File: config.mk
export PLATFORM = sky130hd
export DESIGN_NAME = axi_burst_beat_gen
export DESIGN_NICKNAME = d
export VERILOG_FILES = /design/src/rtl/axi_burst_beat_gen.sv
export SDC_FILE = /design/constraint.sdc
export NUM_CORES = 1
export LEC_CHECK = 0
export ABC_AREA = 1
export CAP_MARGIN = 0
export CORE_UTILIZATION = 45
export CTS_BUF_LIST = sky130_fd_sc_hd__clkbuf_8
export CTS_CLUSTER_SIZE = 10
export DETAILED_ROUTE_END_ITERATION = 10
export GPL_TIMING_DRIVEN = 0
export PLACE_DENSITY_LB_ADDON = 0.1
export SLEW_MARGIN = 30
export SYNTH_ARGS = -nofsm -noshare
export SYNTH_HDL_FRONTEND = slang
export SYNTH_SLANG_ARGS = --single-unit
export TNS_END_PERCENT = 20
File: constraint.sdc
create_clock -name clk -period 7.6 [get_ports clk]
set_clock_uncertainty 0.2 [all_clocks]
set_input_delay 1.14 -clock clk [delete_from_list [all_inputs] [get_ports clk]]
set_output_delay 1.14 -clock clk [all_outputs]
set_load 0.01 [all_outputs]
File: src/rtl/axi_burst_beat_gen.sv
// axi_burst_beat_gen
// Expands one AXI burst command (address, LEN, SIZE, BURST) into one record
// per data beat: beat address, byte-lane strobe, beat index and last flag.
// Unaligned start addresses, FIXED/INCR/WRAP bursts and illegal commands are
// handled; an illegal command yields a single error beat.
// Optional feature macro: AXI_BEAT_GEN_4K_CHECK_EN (INCR bursts crossing a
// 4KB page are flagged illegal).

module axi_burst_beat_gen #(
   parameter int ADDR_WIDTH = 16,
   parameter int DATA_WIDTH = 64,
   parameter int LEN_WIDTH  = 8
) (
   input  logic                     clk,
   input  logic                     rst,
   input  logic                     cmd_valid,
   output logic                     cmd_ready,
   input  logic [ADDR_WIDTH-1:0]    cmd_addr,
   input  logic [LEN_WIDTH-1:0]     cmd_len,
   input  logic [2:0]               cmd_size,
   input  logic [1:0]               cmd_burst,
   output logic                     beat_valid,
   input  logic                     beat_ready,
   output logic [ADDR_WIDTH-1:0]    beat_addr,
   output logic [DATA_WIDTH/8-1:0]  beat_strb,
   output logic [LEN_WIDTH-1:0]     beat_idx,
   output logic                     beat_last,
   output logic                     beat_err
);

   localparam int NB  = DATA_WIDTH / 8;
   localparam int NBL = $clog2(NB);
`ifdef AXI_BEAT_GEN_4K_CHECK_EN
   localparam int XW  = ADDR_WIDTH + LEN_WIDTH + 8;
`endif

   localparam logic [ADDR_WIDTH-1:0] LANE_MASK = ADDR_WIDTH'(NB - 1);
   localparam logic [ADDR_WIDTH-1:0] ADDR_ONE  = ADDR_WIDTH'(1'b1);

   localparam logic [1:0] BURST_FIXED = 2'd0;
   localparam logic [1:0] BURST_INCR  = 2'd1;
   localparam logic [1:0] BURST_WRAP  = 2'd2;
   localparam logic [1:0] BURST_RSVD  = 2'd3;

   typedef enum logic [0:0] {
      IDLE = 1'b0,
      RUN  = 1'b1
   } state_t;

   // Bytes per beat for a SIZE encoding.
   function automatic logic [ADDR_WIDTH-1:0] size_bytes(input logic [2:0] size);
      return ADDR_ONE << size;
   endfunction

   // Byte lane an address falls on within the data bus.
   function automatic int lane_of(input logic [ADDR_WIDTH-1:0] addr);
      return int'(addr & LANE_MASK);
   endfunction

   // Strobe with lanes lo..hi (inclusive) set.
   function automatic logic [NB-1:0] lane_range(input int lo, input int hi);
      logic [NB-1:0] m;
      m = '0;
      for (int i = 0; i < NB; i++) begin
         if ((i >= lo) && (i <= hi)) begin
            m[i] = 1'b1;
         end else begin
            m[i] = 1'b0;
         end
      end
      return m;
   endfunction

   // Registered state and burst context
   state_t                  state_r;
   logic                    beat_valid_r;
   logic [ADDR_WIDTH-1:0]   beat_addr_r;
   logic [NB-1:0]           beat_strb_r;
   logic [LEN_WIDTH-1:0]    beat_idx_r;
   logic                    beat_last_r;
   logic                    beat_err_r;
   logic [ADDR_WIDTH-1:0]   cur_r;      // aligned address of the presented beat
   logic [ADDR_WIDTH-1:0]   step_r;     // bytes per beat
   logic [ADDR_WIDTH-1:0]   wmask_r;    // wrap window size minus one
   logic [ADDR_WIDTH-1:0]   wbase_r;    // wrap boundary
   logic [1:0]              burst_r;
   logic [LEN_WIDTH-1:0]    len_r;

   // Next-state values
   state_t                  state_nx_s;
   logic                    beat_valid_nx_s;
   logic [ADDR_WIDTH-1:0]   beat_addr_nx_s;
   logic [NB-1:0]           beat_strb_nx_s;
   logic [LEN_WIDTH-1:0]    beat_idx_nx_s;
   logic                    beat_last_nx_s;
   logic                    beat_err_nx_s;
   logic [ADDR_WIDTH-1:0]   cur_nx_s;
   logic [ADDR_WIDTH-1:0]   step_nx_s;
   logic [ADDR_WIDTH-1:0]   wmask_nx_s;
   logic [ADDR_WIDTH-1:0]   wbase_nx_s;
   logic [1:0]              burst_nx_s;
   logic [LEN_WIDTH-1:0]    len_nx_s;

   // Command decode
   logic [ADDR_WIDTH-1:0]   s_s;
   logic [ADDR_WIDTH-1:0]   a_s;
   logic [ADDR_WIDTH-1:0]   w_s;
   logic [ADDR_WIDTH-1:0]   wmask_s;
   logic [ADDR_WIDTH-1:0]   wbase_s;
   logic [NB-1:0]           strb0_s;
   logic                    wrap_len_ok_s;
   logic                    page_err_s;
   logic                    illegal_s;
`ifdef AXI_BEAT_GEN_4K_CHECK_EN
   logic [XW-1:0]           last_byte_s;
`endif

   // Advance path
   logic [ADDR_WIDTH-1:0]   inc_addr_s;
   logic [ADDR_WIDTH-1:0]   nxt_addr_s;
   logic [NB-1:0]           nxt_strb_s;
   logic                    beat_hs_s;

   assign cmd_ready  = (state_r == IDLE) && !rst;
   assign beat_hs_s  = beat_valid_r && beat_ready;

   assign beat_valid = beat_valid_r;
   assign beat_addr  = beat_addr_r;
   assign beat_strb  = beat_strb_r;
   assign beat_idx   = beat_idx_r;
   assign beat_last  = beat_last_r;
   assign beat_err   = beat_err_r;

   // Decode the incoming command: beat size, alignment, wrap window, first strobe, legality
   always_comb begin
      s_s      = size_bytes(cmd_size);
      a_s      = cmd_addr & ~(s_s - ADDR_ONE);
      w_s      = s_s * (ADDR_WIDTH'(cmd_len) + ADDR_ONE);
      wmask_s  = w_s - ADDR_ONE;
      wbase_s  = cmd_addr & ~wmask_s;
      // First beat starts at the true byte address but ends on the aligned group end.
      strb0_s  = lane_range(lane_of(cmd_addr), lane_of(a_s) + int'(s_s) - 1);
      wrap_len_ok_s = (cmd_len == LEN_WIDTH'(1'd1)) || (cmd_len == LEN_WIDTH'(2'd3)) ||
                      (cmd_len == LEN_WIDTH'(3'd7)) || (cmd_len == LEN_WIDTH'(4'd15));
`ifdef AXI_BEAT_GEN_4K_CHECK_EN
      // Wide arithmetic so a burst running past the top of the address space is also caught.
      last_byte_s = XW'(a_s) + XW'(s_s) * (XW'(cmd_len) + XW'(1'b1)) - XW'(1'b1);
      if ((ADDR_WIDTH > 12) && (cmd_burst == BURST_INCR) &&
          ((last_byte_s >> 4'd12) != (XW'(cmd_addr) >> 4'd12))) begin
         page_err_s = 1'b1;
      end else begin
         page_err_s = 1'b0;
      end
`else
      page_err_s = 1'b0;
`endif
      illegal_s = (int'(cmd_size) > NBL) ||
                  (cmd_burst == BURST_RSVD) ||
                  ((cmd_burst == BURST_WRAP) && !wrap_len_ok_s) ||
                  ((cmd_burst == BURST_WRAP) && ((cmd_addr & (s_s - ADDR_ONE)) != '0)) ||
                  page_err_s;
   end

   // Address and strobe of the beat following the one currently presented
   always_comb begin
      inc_addr_s = cur_r + step_r;
      case (burst_r)
         BURST_INCR: nxt_addr_s = inc_addr_s;
         BURST_WRAP: nxt_addr_s = wbase_r | (inc_addr_s & wmask_r);
         default:    nxt_addr_s = cur_r;
      endcase
      nxt_strb_s = lane_range(lane_of(nxt_addr_s), lane_of(nxt_addr_s) + int'(step_r) - 1);
   end

   // FSM next-state and next beat record
   always_comb begin
      state_nx_s      = state_r;
      beat_valid_nx_s = beat_valid_r;
      beat_addr_nx_s  = beat_addr_r;
      beat_strb_nx_s  = beat_strb_r;
      beat_idx_nx_s   = beat_idx_r;
      beat_last_nx_s  = beat_last_r;
      beat_err_nx_s   = beat_err_r;
      cur_nx_s        = cur_r;
      step_nx_s       = step_r;
      wmask_nx_s      = wmask_r;
      wbase_nx_s      = wbase_r;
      burst_nx_s      = burst_r;
      len_nx_s        = len_r;
      case (state_r)
         IDLE: begin
            if (cmd_valid && cmd_ready) begin
               state_nx_s      = RUN;
               beat_valid_nx_s = 1'b1;
               beat_addr_nx_s  = cmd_addr;
               beat_idx_nx_s   = '0;
               cur_nx_s        = a_s;
               step_nx_s       = s_s;
               wmask_nx_s      = wmask_s;
               wbase_nx_s      = wbase_s;
               burst_nx_s      = cmd_burst;
               len_nx_s        = cmd_len;
               if (illegal_s) begin
                  beat_strb_nx_s = '0;
                  beat_last_nx_s = 1'b1;
                  beat_err_nx_s  = 1'b1;
               end else begin
                  beat_strb_nx_s = strb0_s;
                  beat_last_nx_s = (cmd_len == '0);
                  beat_err_nx_s  = 1'b0;
               end
            end else begin
               state_nx_s = IDLE;
            end
         end
         RUN: begin
            if (beat_hs_s) begin
               if (beat_last_r) begin
                  state_nx_s      = IDLE;
                  beat_valid_nx_s = 1'b0;
               end else begin
                  beat_idx_nx_s  = beat_idx_r + LEN_WIDTH'(1'b1);
                  beat_last_nx_s = ((beat_idx_r + LEN_WIDTH'(1'b1)) == len_r);
                  cur_nx_s       = nxt_addr_s;
                  if (burst_r != BURST_FIXED) begin
                     beat_addr_nx_s = nxt_addr_s;
                     beat_strb_nx_s = nxt_strb_s;
                  end else begin
                     beat_addr_nx_s = beat_addr_r;
                     beat_strb_nx_s = beat_strb_r;
                  end
               end
            end else begin
               state_nx_s = RUN;
            end
         end
         default: begin
            state_nx_s      = IDLE;
            beat_valid_nx_s = 1'b0;
         end
      endcase
   end

   // FSM state register
   always_ff @(posedge clk) begin
      if (rst) begin
         state_r <= IDLE;
      end else begin
         state_r <= state_nx_s;
      end
   end

   // Beat record and burst context registers
   always_ff @(posedge clk) begin
      if (rst) begin
         beat_valid_r <= 1'b0;
         beat_addr_r  <= '0;
         beat_strb_r  <= '0;
         beat_idx_r   <= '0;
         beat_last_r  <= 1'b0;
         beat_err_r   <= 1'b0;
         cur_r        <= '0;
         step_r       <= '0;
         wmask_r      <= '0;
         wbase_r      <= '0;
         burst_r      <= 2'd0;
         len_r        <= '0;
      end else begin
         beat_valid_r <= beat_valid_nx_s;
         beat_addr_r  <= beat_addr_nx_s;
         beat_strb_r  <= beat_strb_nx_s;
         beat_idx_r   <= beat_idx_nx_s;
         beat_last_r  <= beat_last_nx_s;
         beat_err_r   <= beat_err_nx_s;
         cur_r        <= cur_nx_s;
         step_r       <= step_nx_s;
         wmask_r      <= wmask_nx_s;
         wbase_r      <= wbase_nx_s;
         burst_r      <= burst_nx_s;
         len_r        <= len_nx_s;
      end
   end

endmodule

Yosys cells after proc, flatten, opt, wreduce, memory -nomap -nowiden

Cells that the tools add are included.

Output and inout port bits: 36
Register bits: 110
Logic and storage cells: 166
Input port bits: 33

Bitwise operators: 8
Reductions and logical operators: 37
Shift operators: 1
Equality and inequality tests: 14
Mux-type cells: 50
$add $sub $neg: 9
Magnitude comparators: 33
Multipliers: 1

Operator list:

| cell                                                                              | number |
|---|---|
| 4-bit by 18-bit less-or-equal comparator with 1-bit output (first input constant) | 8 |
| 16-bit two-way mux                                                                | 7 |
| 16-bit one-hot mux with 2 select lines                                            | 3 |
| 3-bit by 18-bit less-or-equal comparator with 1-bit output (first input constant) | 4 |
| 16-bit AND                                                                        | 4 |
| 8-bit two-way mux                                                                 | 8 |
| 1-bit by 18-bit less-or-equal comparator with 1-bit output (first input constant) | 2 |
| 2-bit by 18-bit less-or-equal comparator with 1-bit output (first input constant) | 2 |
| 17-bit by 1-bit subtractor with 18-bit output (second input constant)             | 2 |
| 3-bit by 16-bit adder with 17-bit output                                          | 2 |
| 16-bit NOT                                                                        | 2 |
| 8-bit one-hot mux with 2 select lines                                             | 2 |
| 16-bit by 1-bit subtractor with 16-bit output (second input constant)             | 2 |
| 1-bit two-way mux                                                                 | 27 |
| 3-bit >= comparator (first input constant)                                        | 8 |
| 1-bit logical AND                                                                 | 21 |
| 16-bit adder                                                                      | 1 |
| 16-bit by 9-bit multiplier with 16-bit output                                     | 1 |
| 16-bit bitwise OR                                                                 | 1 |
| 16-bit nonzero test                                                               | 1 |
| 1-bit by 3-bit left shift with 16-bit output (first input constant)               | 1 |
| 1-bit by 3-bit >= comparator with 1-bit output (first input constant)             | 4 |
| 2-bit by 3-bit >= comparator with 1-bit output (first input constant)             | 4 |
| 8-bit by 1-bit adder with 9-bit output (second input constant)                    | 1 |
| other kinds (20)                                                                  | 35 |

Depth between registers and ports, before layout

Depth after elaboration: 13
Gate-level depth with buffers: 28

Worst setup path after synthesis

No wires, ideal clock.

Path kind: in2reg
Start: input port cmd_len[0]
End: register wbase_r[11]
Setup time: 132 ps
Arrival time: 5,830 ps
Stages: 25
Data required time: 7,268 ps
Path slack: 1,438 ps
Path buffers: 0
Cell sequence: inv_1 nor3_1 or2_2 nand2_1 inv_1 nand2_1 fa_1 inv_1 fa_1 inv_1 fa_1 inv_1 fa_1 inv_1 fa_1 inv_1 ha_1 a21o_1 a21oi_1 nand2_1 a21oi_1 xnor2_1 nor2_1 nand2_1 a21oi_1

Longest elaborated chain between the ends: 5

Ends and longest elaborated chain:

| element                                       | RTL line | text |
|---|---|---|
| start: declaration                            | 19       | `input logic [LEN_WIDTH-1:0] cmd_len,` |
| 8-bit by 1-bit adder with 9-bit output        | 138      | `w_s = s_s * (ADDR_WIDTH'(cmd_len) + ADDR_ONE);` |
| 16-bit by 9-bit multiplier with 16-bit output | 138      |  |
| 16-bit by 1-bit subtractor with 16-bit output | 139      | `wmask_s = w_s - ADDR_ONE;` |
| 16-bit NOT                                    | 140      | `wbase_s = cmd_addr & ~wmask_s;` |
| 16-bit AND                                    | 140      |  |
| end signal: assignment                        | 278      | `wbase_r <= wbase_nx_s;` |
| end: declaration                              | 85       | `logic [ADDR_WIDTH-1:0] wbase_r;` |

No other way between the ends.
A chain may end at the register's enable or synchronous reset.

Worst setup path after layout

Same ends and word-level chain as after synthesis.

==> results.txt <==
- Status: completed
- Final critical delay including setup and external delays: 7.14 ns
- TritonCTS built the clock tree.
* Most frequent cells in the layout: sky130_fd_sc_hd__nand2_1 (337), sky130_fd_sc_hd__inv_1 (233), sky130_fd_sc_hd__a21oi_1 (128), sky130_fd_sc_hd__o21ai_0 (115), sky130_fd_sc_hd__nor2_1 (111)
- In this run the tool buffered the top-level ports with 64 buffer cells.
- After detailed routing, the total wire length is between 30,000 and 40,000 um.
* Std cell rows: 53
* Slowest Stage Delay on Critical Path: about 0.68 ns
* Clock latency at the later pin of the worst-skew pair: 0.41 ns
* Peak VDD IR: 148 uV
- Static power due to leakage: 5.25 nW
* Pins Over Slew Limit: 0
- Clock tree synthesis found a total of 102 sinks.
- Antenna diode count: 0
* Average detailed-routed wire length per instance: 17.4 um
* Fraction of the yosys area taken by sequential cells: 20.7%
- Synthesis instantiated 46 different standard cells from the library.
- The synthesized design contains 102 register bits.
- Total half-perimeter wirelength after legalization and detailed placement: 26,100 um
- Yosys Warn Count: 0
* Ports: 69
- Final hold viol count: 0
- Leaving out fill and tap cells, the most frequent cell in the layout is sky130_fd_sc_hd__nand2_1.
- In this design, the largest share of critical-path delay is due to adder cells.
- RSZ-0062 raised after global routing: false
- The tool flagged a number of max-cap violations equal to 0.
* CP Class: in -> reg
- Synthesis handed over a netlist of 1,487 instances.
- Entering global routing, the biggest net connects 20 pins.
- CP bufs+invs: 8
- For this run, design rule violations remaining after detail routing come to 0.
- Power spread over the standard cell area amounts to approximately 190 nW/um^2.
* Setup tns final: 0 ns
- The floorplan step set the die height to 150 um.
- After clock tree synthesis, the clock-pin slew on the worst setup and hold paths is around 0.12 ns.
* Number of nets in the finished design: between 1,500 and 2,000
- Of all nets on the critical path, the largest fanout is 7.
* Die area: around 22,000 sq um
- The synthesized design contains 0 enable-type register cells.
- Initial core utilization: a little under half
* Post-cts hold buffer count: 0
- Residual overflow from global routing: 0
- The worst setup path is captured at a flop.
- Of the cells placed in the final design, the portion with a size suffix greater than 1 is 5.68%.
- The number of global-route vias before repair came to ~9,300.
* Netlist Area Pre-Place: about 10000 sq um
- Dominant cell type by count on the critical path: sky130_fd_sc_hd__inv_1
* Gp weighted congestion: 0.933
* Post-layout worst setup margin: roughly 0.46 ns
- Std-Cell Core Area: 21,200 sq um
- Final setup vio count: 0
- CTS root buf: sky130_fd_sc_hd__clkbuf_8
- Number of antenna violations at the first check in global routing: 0
* Total number of vias: 9,861
- STA classifies the critical path startpoint as a primary input.
- Timing would allow up to 140 MHz.
* Crit path required time: between 7 and 8 ns
- Synth Flop Type: sky130_fd_sc_hd__dfxtp_1
- For the worst setup path, the data arrival time is 7.22 ns.
* Final clock period utilization by the worst path: 93.9%
- The first global-routing pass estimated 50,900 um of wire.
- Actual transition at the worst max-transition pin: 0.782 ns
* Async S/R FF share, synth: 0%
- Drt first-iter violations: roughly 630
* CTS buffer count: 9
* Total global-route track usage: between 20 and 30%
- The largest individual stage delay along the critical path comes from the cell sky130_fd_sc_hd__clkdlybuf4s50_1.
- Dividing the detail-routed via count by the number of cells gives 5.35.
* Post-placement worst setup slack: -0.0992 ns
- Power Total: 2.08 mW
- Clk buf depth: 2
- The die is 150 um wide.
* Number of levels in the clock H-tree: 3
- Router iterations before antenna repair: 7
- In this run the worst hold path is classified as reg -> reg.
- Headroom to the max-slew limit came out at 47.9%.
* Syn nets: 1,658
* Syn Area/Cell: 6.62 sq um
* Number of nets with antenna violations after detailed routing: 0
- Area added between synthesis and finish: 12.1%
-- Yosys cell counts (6+ instances only) --
master | number | area share (%)
sky130_fd_sc_hd__inv_1 | 233 | 8.9
sky130_fd_sc_hd__o21ai_0 | 115 | 5.8
sky130_fd_sc_hd__o211ai_1 | 13 | 0.99
sky130_fd_sc_hd__dfxtp_1 | 102 | 21
sky130_fd_sc_hd__nand2_1 | 337 | 13
sky130_fd_sc_hd__inv_2 | 10 | 0.38
sky130_fd_sc_hd__nor2_2 | 6 | 0.38
sky130_fd_sc_hd__a21o_1 | 6 | 0.46
sky130_fd_sc_hd__fa_1 | 49 | 10
sky130_fd_sc_hd__ha_1 | 89 | 11
sky130_fd_sc_hd__xnor2_1 | 10 | 0.89
sky130_fd_sc_hd__nand2_2 | 12 | 0.76
sky130_fd_sc_hd__nand4_1 | 28 | 1.8
sky130_fd_sc_hd__clkbuf_1 | 28 | 1.1
sky130_fd_sc_hd__or2_2 | 7 | 0.44
sky130_fd_sc_hd__a21oi_2 | 6 | 0.53
sky130_fd_sc_hd__a21oi_1 | 128 | 6.5
sky130_fd_sc_hd__nor2_1 | 111 | 4.2
sky130_fd_sc_hd__xor2_1 | 12 | 1.1
sky130_fd_sc_hd__a31oi_1 | 11 | 0.70
sky130_fd_sc_hd__nor3_1 | 11 | 0.56
sky130_fd_sc_hd__buf_2 | 11 | 0.56
sky130_fd_sc_hd__nand3_1 | 108 | 5.5
-- worst paths after layout --
check	startpoint	to	slack, ns	cells past startpoint
max	cmd_len[0]	wbase_r[11]$_SDFFE_PP0P_	0.46	26
min	wbase_r[2]$_SDFFE_PP0P_	wbase_r[2]$_SDFFE_PP0P_	0.27	2
max reg2reg	step_r[0]$_SDFFE_PP0P_	beat_strb[5]$_SDFFE_PP0P_	3.16	24
min reg2reg	wbase_r[2]$_SDFFE_PP0P_	wbase_r[2]$_SDFFE_PP0P_	0.27	2
-- per-stage QoR --
step           hold slack [ns]  std cells  utilization (%)  instance area, sq um
2_1_floorplan            0.242       1487                -                  9850
3_3_place_gp             0.252       1826             51.0                 10800
3_5_place_dp             0.254       1826             51.1                 10800
4_1_cts                  0.271       1842             52.0                 11000
5_1_grt                  0.290       1842             52.0                 11000
6_report                 0.274       1842             52.0                 11000
-- area by class of cell --
cell class | instances | area, sq um
clock inverters | 6 | 62.6
repair buffers | 64 | 641
well taps | 275 | 344
inverters | 247 | 940
plain buffers | 47 | 203
multi-input cells | 1091 | 6670
clock buffers | 10 | 138
flip-flops and latches | 102 | 2040
fillers | 2181 | 10200
-- registers in the layout, indices dropped and copies added (netlist names) --
signal and cells:
beat_addr 16, cur_r 16, wbase_r 16, wmask_r 16
beat_idx 8, beat_strb 8, len_r 8, step_r 8
burst_r 2, beat_err 1, beat_last 1, beat_valid 1
state_r 1
-- power breakdown --
| part | internal, mW | total [mW] | switching (mW) |
|---|---|---|---|
| sequential | 0.597 | 0.644 | 0.0468 |
| combinational | 0.376 | 1.07 | 0.694 |
| clock | 0.137 | 0.363 | 0.226 |
-- cell families (layout without fill, tap and decap cells) --
| kind of cell | count (synthesis) | after routing | share of synthesized area [%] |
|---|---|---|---|
| buffers and inverters | 294 | 374 | 11.6 |
| xor gates and xnor gates | 22 | 22 | 1.96 |
| and+or+nand+nor | 635 | 635 | 28.0 |
| adders and majority gates | 138 | 138 | 21.3 |
| DFF | 102 | 102 | 20.7 |
| AOI/OAI and AO/OA | 296 | 296 | 16.4 |
-- worst min-delay path, stage by stage, from the launching register on --
cell                      delay, ns
sky130_fd_sc_hd__dfxtp_1       0.33
sky130_fd_sc_hd__nand2_1       0.06
sky130_fd_sc_hd__a21oi_1       0.05
-- repair_timing --
| action | in CTS | in global routing |
|---|---|---|
| endpoints found under the setup margin | 0 | 2 |
| setup buffers | 0 | 0 |
| gates resized for setup | 0 | 1 |
-- routing by layer --
metal | up-vias | part of all wire (%) | global-route usage [%]
met3 | 52 | 5.6 | 3.63
met2 | 286 | 45 | 48.4
li1 | 4946 | - | -
met1 | 4577 | 47 | 41.0
met4 | 0 | 2.4 | 9.14
met5 | - | 0 | 0
(Power assumes the default switching activity.)
